### config.mk
export PLATFORM = sky130hd
export DESIGN_NAME = phoneme_sequencer_flat
export DESIGN_NICKNAME = d
export VERILOG_FILES = /design/src/rtl/phoneme_sequencer_if.sv /design/src/rtl/phoneme_sequencer.sv /design/src/flat_wrapper.sv
export SDC_FILE = /design/constraint.sdc
export NUM_CORES = 1
export LEC_CHECK = 0
export ABC_AREA = 1
export CORE_ASPECT_RATIO = 1.75
export CORE_MARGIN = 10
export CORE_UTILIZATION = 49
export DETAILED_ROUTE_END_ITERATION = 10
export PLACE_DENSITY = 0.8
export SYNTH_ARGS = -nofsm -noshare
export SYNTH_HDL_FRONTEND = slang
export SYNTH_SLANG_ARGS = --single-unit
### constraint.sdc
create_clock -name clk -period 2.3 [get_ports clk]
set_input_delay 0.345 -clock clk [delete_from_list [all_inputs] [get_ports clk]]
set_output_delay 0.345 -clock clk [all_outputs]
set_load 0.02 [all_outputs]
### src/rtl/phoneme_sequencer_if.sv
// Signal bundle joining the phoneme sequencer to its command front end,
// the phoneme address lookup, the sample ROM read port and the audio path.
interface phoneme_sequencer_if;
   logic        ph_valid;
   logic [7:0]  ph_code;
   logic        ph_ready;
   logic        sample_tick;
   logic [7:0]  phoneme_sel;
   logic [23:0] start_address;
   logic [23:0] end_address;
   logic        silent;
   logic        rd_req;
   logic [23:0] rd_addr;
   logic        rd_ack;
   logic [7:0]  rd_data;
   logic [7:0]  sample;
   logic        sample_valid;
   logic        busy;
   logic        ph_done;
   logic        tick_miss;

   modport master (
      input  ph_valid, ph_code, sample_tick, start_address, end_address, silent,
             rd_ack, rd_data,
      output ph_ready, phoneme_sel, rd_req, rd_addr, sample, sample_valid, busy,
             ph_done, tick_miss
   );

   modport slave (
      output ph_valid, ph_code, sample_tick, start_address, end_address, silent,
             rd_ack, rd_data,
      input  ph_ready, phoneme_sel, rd_req, rd_addr, sample, sample_valid, busy,
             ph_done, tick_miss
   );
endinterface

### src/rtl/phoneme_sequencer.sv
// Queues phoneme codes, looks up each code's sample range and plays it one
// byte per sample tick from ROM, or as silence for pause phonemes.
module phoneme_sequencer #(
   parameter int         FIFO_DEPTH  = 8,
   parameter logic [7:0] SILENCE_VAL = 8'h80
) (
   input  logic                clk,
   input  logic                reset,
   phoneme_sequencer_if.master bus
);
   localparam int               PTR_W    = $clog2(FIFO_DEPTH);
   localparam int               CNT_W    = PTR_W + 1;
   localparam logic [CNT_W-1:0] FULL_CNT = CNT_W'(FIFO_DEPTH);

   typedef enum logic [2:0] {IDLE, SEL, LATCH, WAIT_TICK, FETCH} state_t;
   state_t state, state_nxt;

   logic [7:0]       fifo_mem [FIFO_DEPTH];
   logic [PTR_W-1:0] wr_ptr, rd_ptr;
   logic [CNT_W-1:0] count;
   logic             push, pop, fifo_empty;

   logic [23:0] cur, last;
   logic        sil;
   logic        start_rd, take_sample, at_last;
   logic [7:0]  sample_nxt;

   assign fifo_empty   = (count == '0);
   assign bus.ph_ready = (count != FULL_CNT);
   assign push         = bus.ph_valid & bus.ph_ready;
   assign at_last      = (cur == last);
   assign bus.busy     = (state != IDLE);

   always_ff @(posedge clk) begin
      if (reset) state <= IDLE;
      else       state <= state_nxt;
   end

   always_comb begin
      state_nxt   = state;
      pop         = 1'b0;
      start_rd    = 1'b0;
      take_sample = 1'b0;
      sample_nxt  = SILENCE_VAL;
      case (state)
         IDLE: begin
            if (!fifo_empty) begin
               pop       = 1'b1;
               state_nxt = SEL;
            end
         end
         SEL:   state_nxt = LATCH;
         LATCH: state_nxt = WAIT_TICK;
         WAIT_TICK: begin
            if (bus.sample_tick) begin
               if (sil) begin
                  take_sample = 1'b1;
               end else begin
                  start_rd  = 1'b1;
                  state_nxt = FETCH;
               end
            end
         end
         FETCH: begin
            if (bus.rd_ack) begin
               take_sample = 1'b1;
               sample_nxt  = bus.rd_data;
            end
         end
         default: state_nxt = IDLE;
      endcase
      // Advance: the last sample chains straight into the next queued code.
      if (take_sample) begin
         if (at_last) begin
            if (!fifo_empty) begin
               pop       = 1'b1;
               state_nxt = SEL;
            end else begin
               state_nxt = IDLE;
            end
         end else begin
            state_nxt = WAIT_TICK;
         end
      end
   end

   always_ff @(posedge clk) begin
      if (push) fifo_mem[wr_ptr] <= bus.ph_code;
      if (state == LATCH) begin
         cur  <= bus.start_address;
         last <= bus.end_address;
         sil  <= bus.silent;
      end else if (take_sample && !at_last) begin
         cur <= cur + 24'd1;
      end
   end

   always_ff @(posedge clk) begin
      if (reset) begin
         wr_ptr           <= '0;
         rd_ptr           <= '0;
         count            <= '0;
         bus.phoneme_sel  <= 8'h00;
         bus.rd_req       <= 1'b0;
         bus.rd_addr      <= 24'd0;
         bus.sample       <= SILENCE_VAL;
         bus.sample_valid <= 1'b0;
         bus.ph_done      <= 1'b0;
         bus.tick_miss    <= 1'b0;
      end else begin
         if (push) wr_ptr <= wr_ptr + 1'b1;
         if (pop) begin
            rd_ptr          <= rd_ptr + 1'b1;
            bus.phoneme_sel <= fifo_mem[rd_ptr];
         end
         case ({push, pop})
            2'b10:   count <= count + 1'b1;
            2'b01:   count <= count - 1'b1;
            default: count <= count;
         endcase
         if (start_rd) begin
            bus.rd_req  <= 1'b1;
            bus.rd_addr <= cur;
         end else if (state == FETCH && bus.rd_ack) begin
            bus.rd_req <= 1'b0;
         end
         bus.sample_valid <= take_sample;
         if (take_sample) bus.sample <= sample_nxt;
         bus.ph_done <= take_sample & at_last;
         // A tick during an outstanding read is lost, only flagged.
         if (state == FETCH && bus.sample_tick) bus.tick_miss <= 1'b1;
      end
   end
endmodule

### src/flat_wrapper.sv
// flat-port wrapper written by rule: the top's interface ports become plain ports
module phoneme_sequencer_flat 
#(
   parameter int         FIFO_DEPTH  = 8,
   parameter logic [7:0] SILENCE_VAL = 8'h80
)
  (clk, reset, bus_ph_valid, bus_ph_code, bus_sample_tick, bus_start_address, bus_end_address, bus_silent, bus_rd_ack, bus_rd_data, bus_ph_ready, bus_phoneme_sel, bus_rd_req, bus_rd_addr, bus_sample, bus_sample_valid, bus_busy, bus_ph_done, bus_tick_miss);
  phoneme_sequencer_if bus_i ();
  input  logic clk;
  input  logic reset;
  input wire logic [$bits(bus_i.ph_valid)-1:0] bus_ph_valid;
  input wire logic [$bits(bus_i.ph_code)-1:0] bus_ph_code;
  input wire logic [$bits(bus_i.sample_tick)-1:0] bus_sample_tick;
  input wire logic [$bits(bus_i.start_address)-1:0] bus_start_address;
  input wire logic [$bits(bus_i.end_address)-1:0] bus_end_address;
  input wire logic [$bits(bus_i.silent)-1:0] bus_silent;
  input wire logic [$bits(bus_i.rd_ack)-1:0] bus_rd_ack;
  input wire logic [$bits(bus_i.rd_data)-1:0] bus_rd_data;
  output wire logic [$bits(bus_i.ph_ready)-1:0] bus_ph_ready;
  output wire logic [$bits(bus_i.phoneme_sel)-1:0] bus_phoneme_sel;
  output wire logic [$bits(bus_i.rd_req)-1:0] bus_rd_req;
  output wire logic [$bits(bus_i.rd_addr)-1:0] bus_rd_addr;
  output wire logic [$bits(bus_i.sample)-1:0] bus_sample;
  output wire logic [$bits(bus_i.sample_valid)-1:0] bus_sample_valid;
  output wire logic [$bits(bus_i.busy)-1:0] bus_busy;
  output wire logic [$bits(bus_i.ph_done)-1:0] bus_ph_done;
  output wire logic [$bits(bus_i.tick_miss)-1:0] bus_tick_miss;
  assign bus_i.ph_valid = bus_ph_valid;
  assign bus_i.ph_code = bus_ph_code;
  assign bus_i.sample_tick = bus_sample_tick;
  assign bus_i.start_address = bus_start_address;
  assign bus_i.end_address = bus_end_address;
  assign bus_i.silent = bus_silent;
  assign bus_i.rd_ack = bus_rd_ack;
  assign bus_i.rd_data = bus_rd_data;
  assign bus_ph_ready = bus_i.ph_ready;
  assign bus_phoneme_sel = bus_i.phoneme_sel;
  assign bus_rd_req = bus_i.rd_req;
  assign bus_rd_addr = bus_i.rd_addr;
  assign bus_sample = bus_i.sample;
  assign bus_sample_valid = bus_i.sample_valid;
  assign bus_busy = bus_i.busy;
  assign bus_ph_done = bus_i.ph_done;
  assign bus_tick_miss = bus_i.tick_miss;
  phoneme_sequencer #(.FIFO_DEPTH(FIFO_DEPTH), .SILENCE_VAL(SILENCE_VAL)) u_core (.clk(clk), .reset(reset), .bus(bus_i));
endmodule
==> results.md <==
- The flow ran to the end, but the final reports show violations.
- The final reports fail on setup timing.
- The worst slack after detailed placement is -0.2175 ns.
- The total track usage is 0.1842.
- The critical path data required time is roughly 2.6 ns.
- The synthesized area per cell is about 9.9 um2.
- The TritonCTS buffer count is 17.
- The number of antenna violations at the first check in global routing is 1.
- Headroom to the max-slew limit came out at 0.6314.
- The chip width is between 100 and 150 um.
- The top-level I/O count is between 100 and 150.
- By area the synthesized netlist is led by edfxtp_1 46%, dfxtp_1 15%, nand2_1 8.3%.
- The initialized floorplan defines 59 standard-cell rows.
- The placeable core region is about 0.015 mm2.
- The global-route wire length before repair is approximately 30,000 um.
- The total number of H-tree levels is 4.
- The via count of the first global-routing pass came to between 6,000 and 7,000.
- Across all register-to-register paths, the minimum setup slack is -0.21 ns.
- The number of nets in the synthesized netlist is 831.
- Summing all multi-input logic gate instances after layout gives 0.002587 mm2.
- The final count of pins violating max slew came to 0.
- In the final design database the tool counted 992 nets.
- In this run the remaining antenna-violating nets after routing total 0.
- The total grt overflow is 0.
- Of all nets on the critical path, the largest fanout is 4.
- The type of the tightest min-delay check is flop to flop.
- The number of search-and-repair iterations in the first detailed-routing pass is 5.
- The total count of hold-check failures in the final report is 0.
- The pin count of the biggest net entering global routing is 38.
- The clock sink count is between 150 and 200.
- The reg-to-reg startpoint is u_core.cur[9]$_DFFE_PP_.
- The DRC violation total after the first TritonRoute iteration is 349.
- The worst hold path terminates at u_core.bus.tick_miss$_SDFFE_PP0P_.
- The starting density of the core is 0.4984.
- Traced cell by cell, the critical path runs through inv_1 -> nand2_1 -> nand2_1 -> nand2_1 -> nor2_2 -> nand2_2 -> nor2_4 -> nand3_2 -> a21oi_2 -> ha_2 -> inv_2 -> fa_2 -> nor2_1 -> a21oi_1 -> nor2_1.
- The worst supply voltage drop on vdd is about 570 uV.
- The total power of the final layout is around 0.011 W.
- The area used by sequential logic in the layout is approximately 0.0045 mm2.
- The worst hold path was traced through 2 stages.
- The share of the core filled with cells is 0.6598.
- The cell type contributing the most total cell area after synthesis is edfxtp_1.
- In the routed design, unresolved DRC markers number 0.
- The count of distinct cell types in the synthesized netlist is 40.
- For the worst-skew pair, the clock arrives at the later sink with an insertion delay of 0.42 ns.
- Setup repair after global routing could not meet its margin everywhere.
- Counting stages on the worst path, the most repeated cell is nand2_1.
- The number of buffers added on ports is roughly 120.
- The delay contributed by the slowest stage of the critical path is approximately 0.54 ns.
- The fraction of post-synthesis cell area in the top cell type by area is 0.4566.
- The worst register-to-register path ends at u_core.count[1]$_SDFFE_PP0P_.
- The cell count after synthesis is roughly 750.
- The final-layout fill cell count is 1,144.
- The number of warnings printed during yosys synthesis is 0.
- The root buffer cell chosen for the clock tree is clkbuf_16.
- STA classifies the critical path endpoint as a flop.
- The cell with the biggest individual delay on the critical path is fa_2.
- The clock-pin slew reported for the worst setup and hold paths after clock tree synthesis is 0.07 ns.
- The ratio of cells with drive above 1 in the final layout is 0.1487.
- The minimum hold slack is ~0.46 ns.
- Counting flops and latches in the post-synthesis netlist gives 170.
- STA classifies the critical path startpoint as a flop.
- The max-cap check violation count is 0.
- The arrival time at the worst endpoint is roughly 2.8 ns.
- Summing every instance area after synthesis gives 0.007432 mm2.
- For this run, the top clock speed supported by timing is ~400 MHz.
- The setup skew after layout is 0.01077 ns.
- The startpoint of the lowest-slack hold path is u_core.bus.tick_miss$_SDFFE_PP0P_.
- The number of vias after detailed routing is 5,802.
- After detailed routing, the number of vias per cell comes to around 5.2.
- Leaving out fill and tap cells, the most frequent cell in the layout is nand2_1.
- The height of the die is approximately 180 um.
- The final RePlAce weighted congestion is approximately 0.79.
- The reported leakage power is 3.803 nW.
- The final cycle utilization of the critical path is 1.091.
- The class of the most critical setup path is flop to flop.
- Detailed placement ended at an HPWL of 13,650 um.
- The power per cell area is 1118 mW/mm2.
- In the layout the commonest cells are 162 x nand2_1, 115 x clkdlybuf4s50_1, 113 x edfxtp_1.
- The fraction of the yosys area taken by sequential cells is 0.6101.
- The worst-margin pin slew is approximately 0.55 ns.
- The floorplan step defined a die boundary enclosing 0.02069 mm2.
- Setup violations remaining at the end of the flow were counted as 3.
- Dividing the detail-routed wire length by the instance count gives 17.25 um.
- The depth of the worst register-to-register path is 15.
- The buffer levels on the longest clock path is 2.
- The final period demand of the worst path is 2.509 ns.
- The layout-stage area growth over the synthesis result is 32.39%.
- TritonCTS built the clock tree.
- The final layout contains routed wiring with a total length of 19,180 um.
- The post-layout worst setup margin is -0.2086 ns.
- The quantity of hold-fixing buffers added after cts is 0.
[area by class of cell]
class                   count  area share
diodes                      1   0.0002543
well taps                 183     0.02327
inverters                  58     0.02213
multi-input cells         492      0.2630
clock buffers              17     0.04323
repair buffers            176      0.1699
flip-flops and latches    170      0.4608
clock inverters            15     0.01742
[power by group]
group          leakage [nW]  internal [W]  switching, W  total [W]
combinational          2.01       0.00163       0.00236    0.00399
clock                 0.292       0.00147       0.00137    0.00284
sequential             1.50       0.00390      0.000274    0.00417
total                  3.80       0.00700       0.00400     0.0110
[sequential cells by signal, summed over array words and instances (netlist names), 3 cells and up]
register and flops:
u_core.last 24, u_core.wr_ptr 3, u_core.bus.phoneme_sel 8, u_core.count 4
u_core.rd_ptr 3, u_core.state 3, u_core.cur 24, u_core.fifo_mem 64
u_core.bus.sample 8, u_core.bus.rd_addr 24
[kinds of logic (layout without fill, tap and decap cells)]
| family | after synthesis | after routing | share of synthesized area |
|---|---|---|---|
| AOI/OAI and AO/OA | 147 | 147 | 0.1054 |
| xor gates and xnor gates | 33 | 33 | 0.03889 |
| adders and majority gates | 7 | 7 | 0.01279 |
| buffers and inverters | 92 | 266 | 0.05067 |
| DFF | 170 | 170 | 0.6101 |
| other | 0 | 1 | 0 |
| and+or+nand+nor | 305 | 305 | 0.1822 |
[cell usage after synthesis (all sizes together)]
cell type and instances:
edfxtp 113, o21a 1, a31oi 3, nand3b 2, o21ai 51, clkinv 3
nor3 7, nand3 48, a21oi 81, nand4 3, dfxtp 57, or2 1
buf 16, o31ai 2, inv 55, clkbuf 18, nor4 2, fa 1
nand2 169, ha 6, o22ai 1, nor2 72, xnor2 17, xor2 16
a22o 8, and3 1
[how the worst max path moves through the flow]
| stage | startpoint | endpoint | slack [ns] | cells past startpoint |
|---|---|---|---|---|
| after CTS | u_core.cur[2]$_DFFE_PP_ | u_core.count[3]$_SDFFE_PP0P_ | -0.15 | 15 |
| after global routing | u_core.cur[9]$_DFFE_PP_ | u_core.count[3]$_SDFFE_PP0P_ | -0.40 | 17 |
| after floorplan | u_core.cur[9]$_DFFE_PP_ | u_core.count[3]$_SDFFE_PP0P_ | 0.007 | 17 |
| after detailed placement | u_core.cur[10]$_DFFE_PP_ | u_core.count[3]$_SDFFE_PP0P_ | -0.22 | 17 |
| final | u_core.cur[9]$_DFFE_PP_ | u_core.count[1]$_SDFFE_PP0P_ | -0.21 | 15 |
| after global placement | u_core.cur[6]$_DFFE_PP_ | u_core.count[3]$_SDFFE_PP0P_ | -0.12 | 15 |
[worst max-delay path, delay by kind of cell (launching register included)]
kind	cells	cell delay [ns]
compound gates	2	0.28
fa+ha+maj	2	0.79
buf+inv	2	0.17
flops	1	0.42
simple gates	9	0.73
[per-stage QoR]
step | setup TNS [ns] | cells | area [um2]
after floorplan | 0 | 754 | 7451
after global placement | -0.2971 | 1076 | 9176
after detailed placement | -0.5258 | 1076 | 9176
after CTS | -0.3886 | 1111 | 9809
after global routing | -1.050 | 1112 | 9839
final | -0.5070 | 1112 | 9839
[per-layer routing]
metal  share of wire  global-route usage
met5               0                   0
met4           0.023             0.06779
met3           0.042             0.03007
met2            0.59              0.3710
met1            0.34              0.1774
[timing repair]
item,CTS,global route
pin swaps,6,6
setup endpoints to repair,3,4
buffers inserted,3,0
resized for setup,5,9
cloned,0,0
Power figures use the tool's default switching activity.
